**config.mk**
```make
export PLATFORM = sky130hd
export DESIGN_NAME = hazard_detect_unit_flat
export DESIGN_NICKNAME = d
export VERILOG_FILES = /design/src/rtl/hazard_detect_unit_pkg.sv /design/src/rtl/hazard_detect_unit_if.sv /design/src/rtl/hazard_detect_unit_sat_counter.sv /design/src/rtl/hazard_detect_unit.sv /design/src/flat_wrapper.sv
export SDC_FILE = /design/constraint.sdc
export NUM_CORES = 1
export LEC_CHECK = 0
export BUFFER_PORTS_ARGS = -buffer_cell sky130_fd_sc_hd__clkbuf_2
export CAP_MARGIN = 15
export CELL_PAD_IN_SITES_DETAIL_PLACEMENT = 0
export CELL_PAD_IN_SITES_GLOBAL_PLACEMENT = 1
export CORE_MARGIN = 1
export CORE_UTILIZATION = 37
export DETAILED_ROUTE_END_ITERATION = 6
export PLACE_DENSITY_LB_ADDON = 0.05
export SETUP_SLACK_MARGIN = 0.5
export SLEW_MARGIN = 30
export SYNTH_ARGS = -nofsm -noshare
export SYNTH_HDL_FRONTEND = slang
export SYNTH_SLANG_ARGS = --single-unit
```
**constraint.sdc**
```tcl
create_clock -name clk -period 2.25 [get_ports clk]
set_input_delay 0 -clock clk [delete_from_list [all_inputs] [get_ports clk]]
set_output_delay 0 -clock clk [all_outputs]
set_load 0.05 [all_outputs]
```
**src/rtl/hazard_detect_unit_pkg.sv**
```systemverilog
// Shared pipeline types for the hazard detection slice.
// Watchdog state, register index type and the x0 constant.
package hazard_detect_unit_pkg;

  typedef enum logic [1:0] {
    RUN,
    MEM_WAIT,
    ERROR
  } hz_state_e;

  typedef logic [4:0] reg_idx_t;

  localparam reg_idx_t REG_X0 = 5'd0;

  function automatic logic reads_reg(
    input reg_idx_t rd,
    input reg_idx_t rs,
    input logic     uses
  );
    return uses && (rs == rd);
  endfunction

endpackage

```
**src/rtl/hazard_detect_unit_if.sv**
```systemverilog
// Pipeline <-> hazard unit bundle.
// The hazard unit takes the slave side.
interface hazard_detect_unit_if
  import hazard_detect_unit_pkg::*;
#(
  parameter int CNT_W = 32
) ();

  reg_idx_t         IF_ID_RegRs1;
  reg_idx_t         IF_ID_RegRs2;
  logic             IF_ID_UsesRs1;
  logic             IF_ID_UsesRs2;
  logic             ID_EX_MemR;
  reg_idx_t         ID_EX_RegRd;
  logic             EX_BranchTaken;
  logic             MEM_Req;
  logic             MEM_Ready;
  logic             PC_Write;
  logic             IF_ID_Write;
  logic             ID_EX_Write;
  logic             EX_MEM_Write;
  logic             IF_ID_Flush;
  logic             ID_EX_Bubble;
  logic             MEM_WB_Bubble;
  logic             stall;
  logic             MEM_Err;
  logic [CNT_W-1:0] StallCycles;
  logic [CNT_W-1:0] FlushCount;

  modport master (
    output IF_ID_RegRs1, IF_ID_RegRs2,
    output IF_ID_UsesRs1, IF_ID_UsesRs2,
    output ID_EX_MemR, ID_EX_RegRd,
    output EX_BranchTaken,
    output MEM_Req, MEM_Ready,
    input  PC_Write, IF_ID_Write,
    input  ID_EX_Write, EX_MEM_Write,
    input  IF_ID_Flush, ID_EX_Bubble,
    input  MEM_WB_Bubble, stall, MEM_Err,
    input  StallCycles, FlushCount
  );

  modport slave (
    input  IF_ID_RegRs1, IF_ID_RegRs2,
    input  IF_ID_UsesRs1, IF_ID_UsesRs2,
    input  ID_EX_MemR, ID_EX_RegRd,
    input  EX_BranchTaken,
    input  MEM_Req, MEM_Ready,
    output PC_Write, IF_ID_Write,
    output ID_EX_Write, EX_MEM_Write,
    output IF_ID_Flush, ID_EX_Bubble,
    output MEM_WB_Bubble, stall, MEM_Err,
    output StallCycles, FlushCount
  );

endinterface

```
**src/rtl/hazard_detect_unit_sat_counter.sv**
```systemverilog
// Saturating up-counter with synchronous clear.
// Sticks at all-ones instead of wrapping.
module sat_counter #(
  parameter int W = 32
) (
  input  logic         clk,
  input  logic         rst_n,
  input  logic         inc,
  input  logic         clr,
  output logic [W-1:0] cnt
);

  always_ff @(posedge clk or negedge rst_n) begin
    if (!rst_n) begin
      cnt <= '0;
    end else if (clr) begin
      cnt <= '0;
    end else if (inc && (cnt != '1)) begin
      cnt <= cnt + W'(1);
    end
  end

endmodule

```
**src/rtl/hazard_detect_unit.sv**
```systemverilog
// ID-stage stall/flush controller with memory-wait watchdog.
// Hazard outputs are combinational; watchdog and counters are registered.
module hazard_detect_unit
  import hazard_detect_unit_pkg::*;
#(
  parameter int CNT_W       = 32,
  parameter int TO_W        = 8,
  parameter int MEM_TIMEOUT = 64
) (
  input  logic               clk,
  input  logic               rst_n,
  hazard_detect_unit_if.slave hz
);

  hz_state_e       state;
  logic [TO_W-1:0] wait_cnt;
  logic            mem_err;

  logic load_use;
  logic freeze;
  logic in_err;
  logic sel_rst;
  logic sel_err;
  logic sel_frz;
  logic sel_br;
  logic sel_lu;

  logic pc_w;
  logic ifid_w;
  logic idex_w;
  logic exmem_w;
  logic flush;
  logic bubble;
  logic wb_bubble;
  logic stall;

  logic [CNT_W-1:0] stall_cnt;
  logic [CNT_W-1:0] flush_cnt;

  assign load_use = hz.ID_EX_MemR
                 && (hz.ID_EX_RegRd != REG_X0)
                 && (reads_reg(hz.ID_EX_RegRd,
                               hz.IF_ID_RegRs1,
                               hz.IF_ID_UsesRs1)
                  || reads_reg(hz.ID_EX_RegRd,
                               hz.IF_ID_RegRs2,
                               hz.IF_ID_UsesRs2));

  assign freeze = hz.MEM_Req && !hz.MEM_Ready;
  assign in_err = (state == ERROR);

  // Priority flattened into one-hot selects
  assign sel_rst = !rst_n;
  assign sel_err = rst_n && in_err;
  assign sel_frz = rst_n && !in_err && freeze;
  assign sel_br  = rst_n && !in_err && !freeze
                && hz.EX_BranchTaken;
  assign sel_lu  = rst_n && !in_err && !freeze
                && !hz.EX_BranchTaken && load_use;

  always_comb begin
    pc_w      = 1'b1;
    ifid_w    = 1'b1;
    idex_w    = 1'b1;
    exmem_w   = 1'b1;
    flush     = 1'b0;
    bubble    = 1'b0;
    wb_bubble = 1'b0;
    stall     = 1'b0;
    unique case (1'b1)
      sel_rst: begin
        {pc_w, ifid_w, idex_w, exmem_w} = '0;
        {flush, bubble, wb_bubble}      = '1;
        stall = 1'b1;
      end
      sel_err, sel_frz: begin
        {pc_w, ifid_w, idex_w, exmem_w} = '0;
        wb_bubble = 1'b1;
        stall     = 1'b1;
      end
      sel_br: begin
        flush  = 1'b1;
        bubble = 1'b1;
      end
      sel_lu: begin
        pc_w   = 1'b0;
        ifid_w = 1'b0;
        bubble = 1'b1;
        stall  = 1'b1;
      end
      default: ;
    endcase
  end

  always_ff @(posedge clk or negedge rst_n) begin
    if (!rst_n) begin
      state    <= RUN;
      wait_cnt <= '0;
      mem_err  <= 1'b0;
    end else begin
      case (state)
        RUN: begin
          if (freeze) begin
            state    <= MEM_WAIT;
            wait_cnt <= TO_W'(1);
          end
        end
        MEM_WAIT: begin
          if (!freeze) begin
            state    <= RUN;
            wait_cnt <= '0;
          end else if ((MEM_TIMEOUT != 0)
                    && (wait_cnt == TO_W'(MEM_TIMEOUT))) begin
            state   <= ERROR;
            mem_err <= 1'b1;
          end else begin
            wait_cnt <= wait_cnt + TO_W'(1);
          end
        end
        ERROR: ;
        default: state <= RUN;
      endcase
    end
  end

  sat_counter #(.W(CNT_W)) u_stall_cnt (
    .clk   (clk),
    .rst_n (rst_n),
    .inc   (stall && !in_err),
    .clr   (1'b0),
    .cnt   (stall_cnt)
  );

  sat_counter #(.W(CNT_W)) u_flush_cnt (
    .clk   (clk),
    .rst_n (rst_n),
    .inc   (sel_br),
    .clr   (1'b0),
    .cnt   (flush_cnt)
  );

  assign hz.PC_Write      = pc_w;
  assign hz.IF_ID_Write   = ifid_w;
  assign hz.ID_EX_Write   = idex_w;
  assign hz.EX_MEM_Write  = exmem_w;
  assign hz.IF_ID_Flush   = flush;
  assign hz.ID_EX_Bubble  = bubble;
  assign hz.MEM_WB_Bubble = wb_bubble;
  assign hz.stall         = stall;
  assign hz.MEM_Err       = mem_err;
  assign hz.StallCycles   = stall_cnt;
  assign hz.FlushCount    = flush_cnt;

endmodule

```
**src/flat_wrapper.sv**
```systemverilog
// flat-port wrapper written by rule: the top's interface ports become plain ports
module hazard_detect_unit_flat import hazard_detect_unit_pkg::*;
#(
  parameter int CNT_W       = 32,
  parameter int TO_W        = 8,
  parameter int MEM_TIMEOUT = 64
)
  (clk, rst_n, hz_IF_ID_RegRs1, hz_IF_ID_RegRs2, hz_IF_ID_UsesRs1, hz_IF_ID_UsesRs2, hz_ID_EX_MemR, hz_ID_EX_RegRd, hz_EX_BranchTaken, hz_MEM_Req, hz_MEM_Ready, hz_PC_Write, hz_IF_ID_Write, hz_ID_EX_Write, hz_EX_MEM_Write, hz_IF_ID_Flush, hz_ID_EX_Bubble, hz_MEM_WB_Bubble, hz_stall, hz_MEM_Err, hz_StallCycles, hz_FlushCount);
  hazard_detect_unit_if #(.CNT_W(CNT_W)) hz_i ();
  input  logic clk;
  input  logic rst_n;
  input wire logic [$bits(hz_i.IF_ID_RegRs1)-1:0] hz_IF_ID_RegRs1;
  input wire logic [$bits(hz_i.IF_ID_RegRs2)-1:0] hz_IF_ID_RegRs2;
  input wire logic [$bits(hz_i.IF_ID_UsesRs1)-1:0] hz_IF_ID_UsesRs1;
  input wire logic [$bits(hz_i.IF_ID_UsesRs2)-1:0] hz_IF_ID_UsesRs2;
  input wire logic [$bits(hz_i.ID_EX_MemR)-1:0] hz_ID_EX_MemR;
  input wire logic [$bits(hz_i.ID_EX_RegRd)-1:0] hz_ID_EX_RegRd;
  input wire logic [$bits(hz_i.EX_BranchTaken)-1:0] hz_EX_BranchTaken;
  input wire logic [$bits(hz_i.MEM_Req)-1:0] hz_MEM_Req;
  input wire logic [$bits(hz_i.MEM_Ready)-1:0] hz_MEM_Ready;
  output wire logic [$bits(hz_i.PC_Write)-1:0] hz_PC_Write;
  output wire logic [$bits(hz_i.IF_ID_Write)-1:0] hz_IF_ID_Write;
  output wire logic [$bits(hz_i.ID_EX_Write)-1:0] hz_ID_EX_Write;
  output wire logic [$bits(hz_i.EX_MEM_Write)-1:0] hz_EX_MEM_Write;
  output wire logic [$bits(hz_i.IF_ID_Flush)-1:0] hz_IF_ID_Flush;
  output wire logic [$bits(hz_i.ID_EX_Bubble)-1:0] hz_ID_EX_Bubble;
  output wire logic [$bits(hz_i.MEM_WB_Bubble)-1:0] hz_MEM_WB_Bubble;
  output wire logic [$bits(hz_i.stall)-1:0] hz_stall;
  output wire logic [$bits(hz_i.MEM_Err)-1:0] hz_MEM_Err;
  output wire logic [$bits(hz_i.StallCycles)-1:0] hz_StallCycles;
  output wire logic [$bits(hz_i.FlushCount)-1:0] hz_FlushCount;
  assign hz_i.IF_ID_RegRs1 = hz_IF_ID_RegRs1;
  assign hz_i.IF_ID_RegRs2 = hz_IF_ID_RegRs2;
  assign hz_i.IF_ID_UsesRs1 = hz_IF_ID_UsesRs1;
  assign hz_i.IF_ID_UsesRs2 = hz_IF_ID_UsesRs2;
  assign hz_i.ID_EX_MemR = hz_ID_EX_MemR;
  assign hz_i.ID_EX_RegRd = hz_ID_EX_RegRd;
  assign hz_i.EX_BranchTaken = hz_EX_BranchTaken;
  assign hz_i.MEM_Req = hz_MEM_Req;
  assign hz_i.MEM_Ready = hz_MEM_Ready;
  assign hz_PC_Write = hz_i.PC_Write;
  assign hz_IF_ID_Write = hz_i.IF_ID_Write;
  assign hz_ID_EX_Write = hz_i.ID_EX_Write;
  assign hz_EX_MEM_Write = hz_i.EX_MEM_Write;
  assign hz_IF_ID_Flush = hz_i.IF_ID_Flush;
  assign hz_ID_EX_Bubble = hz_i.ID_EX_Bubble;
  assign hz_MEM_WB_Bubble = hz_i.MEM_WB_Bubble;
  assign hz_stall = hz_i.stall;
  assign hz_MEM_Err = hz_i.MEM_Err;
  assign hz_StallCycles = hz_i.StallCycles;
  assign hz_FlushCount = hz_i.FlushCount;
  hazard_detect_unit #(.CNT_W(CNT_W), .TO_W(TO_W), .MEM_TIMEOUT(MEM_TIMEOUT)) u_core (.clk(clk), .rst_n(rst_n), .hz(hz_i));
endmodule
```
---- Word level (Yosys, flattened, before mapping) ----
Cells that the tools add are included.
operators by class
  mux-type cells .......................... 14
  bitwise operators ....................... 1
  add/sub/neg operators ................... 3
  reduce and logical (&&, ||, !) cells .... 31
  eq/ne operators ......................... 10
operators with widths
  kind                     count
  $add A32 B1 Y32 const B  2
  $ne A32 B32 Y1 const B   2
  $mux W8                  3
  $pmux W8 S2              1
  $logic_and A1 B1 Y1      15
  $eq A5 B5 Y1             2
  $reduce_and A3 Y1        3
  $add A8 B1 Y8 const B    1
  $eq A8 B7 Y1 const B     1
  $mux W1                  6
  $mux W2                  3
  $ne A3 B3 Y1 const B     2
  $pmux W2 S3              1
  $reduce_or A3 Y1         2
  $logic_not A1 Y1         5
  $reduce_bool A5 Y1       1
  $reduce_or A4 Y1         1
  $eq A2 B1 Y1 const B     1
  $eq A2 B2 Y1 const B     1
  $logic_not A2 Y1         1
  $ne A2 B1 Y1 const B     1
  $reduce_bool A2 Y1       1
  $reduce_or A2 Y1         1
  $logic_or A1 B1 Y1       1
  $not A1 Y1               1
word-level totals
  register bits ........................... 75
  word-level logic and storage cells ...... 64

---- Logic depth before layout (Yosys ltp) ----
  word-level depth ........................ 10
  gate-level depth with buffers ........... 8
  mapped depth without buffers ............ 8

---- Modules after synthesis ----
A second synthesis with hierarchy kept.
second synthesis, totals
  cells, all modules ...................... 495
  area, all modules ....................... 4,530.6 um^2
modules (own cells, without submodules)
  module              sequential area each (um^2)  cells each  times used  area an instance (um^2)
  sat_counter         800.8                        198         2           1,854.3
  hazard_detect_unit  275.3                        99          1           822.0

---- Least setup slack after synthesis ----
No wires, ideal clock.
  kind .................................... register to output
  start point ............................. register u_core.state[1]
  end point ............................... output hz_PC_Write
  stages on the path, launching flop included .. 7
  required time ........................... 2.250 ns
  path buffers ............................ 1
  slack ................................... -0.632 ns
  arrival ................................. 2.882 ns
  cells stage by stage .................... dfrtp_1 -> nand2b_1 -> nand3_1 -> inv_1 -> nand2_1 -> inv_1 -> buf_4
on the way
  word-level cells in the longest chain between the ends .. 8
  elaborated cells on any way between the ends .. 10
  those cells by class .................... 1 x eq/ne; 1 x mux; 8 x reduce/logical
RTL lines
  item                                 RTL line                                            source
  from (decl)                          hazard_detect_unit.sv:15                            hz_state_e state;
  from (signal assigned)               hazard_detect_unit.sv:97                            state <= RUN;
  from (signal assigned)               hazard_detect_unit.sv:104                           state <= MEM_WAIT;
  from (signal assigned)               hazard_detect_unit.sv:110                           state <= RUN;
  $eq A2 B2 Y1 *                       hazard_detect_unit.sv:50                            assign in_err = (state == ERROR);
  $logic_not A1 Y1                     hazard_detect_unit.sv:55, hazard_detect_unit.sv:58
  $logic_and A1 B1 Y1                  hazard_detect_unit.sv:55, hazard_detect_unit.sv:58
  $logic_and A1 B1 Y1                  hazard_detect_unit.sv:58                            assign sel_lu = rst_n && !in_err && !freeze
  $logic_and A1 B1 Y1 (2 in series)    hazard_detect_unit.sv:59                            && !hz.EX_BranchTaken && load_use;
  $reduce_or A4 Y1 (no source line) *  --
  $mux W1 *                            --
  to (decl)                            flat_wrapper.sv:21                                  output wire logic [$bits(hz_i.PC_Write)-1:0] hz_PC_Write;
Mark *: on every way between the ends. The rest lies on a longest branch, timed or not.

---- Final worst setup path ----
  start point ............................. register u_core.u_stall_cnt.cnt[8]
  end point ............................... register u_core.u_stall_cnt.cnt[1]
on the way
  word-level cells in the longest chain between the ends .. 2
RTL lines
  item                    RTL line                              source
  from (decl)             hazard_detect_unit_sat_counter.sv:10  output logic [W-1:0] cnt
  from (signal assigned)  hazard_detect_unit_sat_counter.sv:19  cnt <= cnt + W'(1);
  $ne A32 B32 Y1          hazard_detect_unit_sat_counter.sv:18  end else if (inc && (cnt != '1)) begin
  $logic_and A1 B1 Y1     hazard_detect_unit_sat_counter.sv:18
No other way between the ends.
A chain may end at the register's enable or synchronous reset.

==> impl_metrics.json <==
{
  "outcome": "complete, no violations",
  "grt_pass1_wl_um": 16650,
  "p_seq_share_pct": 55.1,
  "critPathMaxFanout": 4,
  "seq_area_um2": 1951,
  "vias_per_cell": 4.956,
  "cts_tree": "done",
  "std_cell_rows": 36,
  "max_freq_ghz": 0.4566,
  "grt_max_degree": 55,
  "critPathRequiredTime_ps": 2480,
  "relSlewSlack_pct": 54.87,
  "power_density_nw_per_um2": 403.7,
  "place_inst": 630,
  "first_global_vias": 3304,
  "final_cells": 703,
  "r2r_end": "u_core.u_stall_cnt.cnt[1]$_DFFE_PN0P_",
  "die_w_um": 104.1,
  "die_area_um2": 10830,
  "synth_nets": 403,
  "num_io_pins": 96,
  "cts_buffer_depth": 2,
  "fillers": 860,
  "fin_crit_ps": 2190,
  "vias": 3484,
  "irDropWorstVdd_v": 0.0004186,
  "syn_to_final_growth_pct": 57.25,
  "synth.ff_latch_count": 75,
  "comb_power_share_pct": 4.4,
  "startpoint_type": "flop",
  "seq_area_frac_synth_pct": 48.69,
  "hold_violations": 0,
  "cp-end-kind": "flop",
  "hpwl_um": 7105,
  "cp.arrival_ps": 2420,
  "layout.nets": 593,
  "multi_input_area_um2": 2450,
  "max_slew.worst_pin.slew_ps": 674.4,
  "p_leak_nw": 2.832,
  "layout-drive-gt1-share_pct": 60.00,
  "p_sw_share_pct": 22.41,
  "netlist_instances": 376,
  "cap_violations": 0,
  "remaining_drc_errors": 0,
  "root_buffer": "clkbuf_8",
  "min-delay-start": "hz_MEM_Req",
  "clock_power_share_pct": 40.6,
  "fin_setup_tns_ps": 0,
  "synth-edff-count": 0,
  "clk_latency_ps": 340,
  "p_total_mw": 2.447,
  "synthFlopType": "dfrtp_1",
  "port_buffers": 95,
  "startpoint": "u_core.u_stall_cnt.cnt[8]$_DFFE_PN0P_",
  "synth-async-reset-ratio_pct": 100.0,
  "antenna_cells": 0,
  "crit_type": "reg -> reg",
  "synth.distinct_cells": 49,
  "track_usage_pct": 19.04,
  "rsz0062_at_grt": "true",
  "core_area_um2": 9955,
  "internal_power_mw": 1.899,
  "routedWlPerCell_um": 14.70,
  "path_clk_slew_ps": 80,
  "firstDrtPassIters": 4,
  "switching_power_mw": 0.5483,
  "hold_class": "in -> reg",
  "yosys_warnings": 0,
  "cts_max_level": 3,
  "place_congestion": 0.7866,
  "overflow": 0,
  "r2r_setup_slack_ps": 60,
  "min_period_over_period_pct": 97.33,
  "start_util_pct": 38.73,
  "cts.sinks": 75,
  "worstRegToRegCells": 6,
  "avgSynthCellArea_um2": 10.25,
  "final-setup-viol-count": 0,
  "finalClockSkew_ps": 10.84,
  "syn_area_um2": 3855,
  "report.final.slew_viol_count": 0,
  "drtAntennaViolNets": 0,
  "worstReg2RegStart": "u_core.u_stall_cnt.cnt[8]$_DFFE_PN0P_",
  "die_h_um": 104.1,
  "antenna_found_initial": 0,
  "numCtsBuffers": 9,
  "drt-total-wl_um": 10340,
  "drt-initial-drc-count": 121,
  "endpoint": "u_core.u_stall_cnt.cnt[1]$_DFFE_PN0P_"
}
[power by group through the flow]
stage / clock [mW] / combinational, mW / sequential [mW]
after global placement: 0 / 0.0996 / 1.38
after floorplan: 0 / 0.0352 / 1.38
final: 0.993 / 0.107 / 1.35
after CTS: 1.03 / 0.106 / 1.35
after detailed placement: 0 / 0.0999 / 1.38
after global routing: 1.09 / 0.120 / 1.35
[cells by family (layout without fill, tap and decap cells)]
family	Yosys count	count (layout)	synth area share (%)
buf+inv	13	207	1.915
xor+xnor	72	72	16.36
mux	3	3	0.9736
fa+ha+maj	4	4	1.298
flops	75	75	48.69
compound gates	26	26	4.252
simple gates	183	183	26.52
[metrics by stage]
stage,worst slack [ps],util [%],hold WS [ps],cell area (µm²)
after floorplan,-86.60,-,-295.6,4168
after global placement,49.70,50.43,93.54,5020
after detailed placement,6.488,50.43,92.35,5020
after CTS,97.88,55.83,235.4,5558
after global routing,-14.74,60.90,242.4,6062
final,60.06,60.90,246.6,6062
[per-layer routing]
| metal | routed length, µm | vias up | part of all wire, % | global-route usage [%] |
|---|---|---|---|---|
| li1 | - | 1707 | - | - |
| met1 | 4811 | 1702 | 47 | 26.21 |
| met2 | 5067 | 71 | 49 | 30.62 |
| met3 | 410 | 4 | 4.0 | 4.950 |
| met4 | 46 | 0 | 0.45 | 3.061 |
| met5 | 0 | - | 0 | 0 |
[state kept, by name, summed over array words and instances (netlist names)]
signal                  count
u_core.hz.MEM_Err           1
u_core.wait_cnt             8
u_core.u_stall_cnt.cnt     32
u_core.u_flush_cnt.cnt     32
u_core.state                2
[cells in the mapped netlist, types with 3 or more instances]
cell | n | area (µm²)
dfrtp_1 | 75 | 1877
nand2_1 | 40 | 150.1
xnor2_1 | 38 | 332.8
xor2_1 | 34 | 297.8
nor2_1 | 25 | 93.84
nand3_1 | 24 | 120.1
nand4_1 | 22 | 137.6
nor3_1 | 22 | 110.1
o21ai_0 | 11 | 55.05
and3_1 | 8 | 50.05
inv_1 | 7 | 26.28
and4_1 | 6 | 52.55
a21oi_1 | 4 | 20.02
and2_1 | 4 | 25.02
ha_1 | 4 | 50.05
nand2b_1 | 4 | 25.02
nor4_1 | 4 | 25.02
or3_1 | 3 | 18.77
[layout make-up]
cell class	instances	share of cell area, %
Clock buffer	11	2.167
Clock inverter	4	0.8669
Inverter	7	0.5573
Multi-Input combinational cell	288	40.41
Sequential cell	75	32.18
Tap cell	133	2.745
Timing Repair Buffer	185	21.07
[cell usage in the layout, fill, tap and decap left out, types with 8 or more instances in the layout]
cell | synthesis | final
nand4_1 | 22 | 22
buf_4 | 2 | 71
nand2_1 | 40 | 33
nor3_4 | 0 | 12
buf_6 | 0 | 16
xnor2_1 | 38 | 34
clkbuf_2 | 0 | 90
dfrtp_1 | 75 | 16
nor2_1 | 25 | 14
nor2_2 | 0 | 8
o21ai_0 | 11 | 8
nand3_1 | 24 | 13
dfrtp_2 | 0 | 59
xor2_1 | 34 | 34
clkbuf_8 | 0 | 10
nor3_1 | 22 | 8
[timing repair]
item,CTS,global route
hold buffers,2,0
cloned,0,1
pin swaps,31,35
endpoints found under the setup margin,71,74
gates resized for setup,26,61
hold endpoints to repair,76,0
buffers inserted,28,27
[critical path: stages, from the launching register on]
cell,delay (ps)
dfrtp_2,400
nand4_1,150
or4_4,520
or4_4,460
nand2_4,130
or2_4,140
mux2_4,290
[worst min path at each step]
stage / end / cells after the start / slack, ps
after floorplan: u_core.hz.MEM_Err$_DFFE_PN0P_ / 0 / -300
after global routing: u_core.u_flush_cnt.cnt[2]$_DFFE_PN0P_ / 5 / 240
after global placement: u_core.wait_cnt[0]$_DFFE_PN0P_ / 2 / 90
after CTS: u_core.state[1]$_DFFE_PN0P_ / 4 / 240
after detailed placement: u_core.wait_cnt[3]$_DFFE_PN0P_ / 2 / 90
final: u_core.state[1]$_DFFE_PN0P_ / 4 / 250
(Power assumes the default switching activity.)
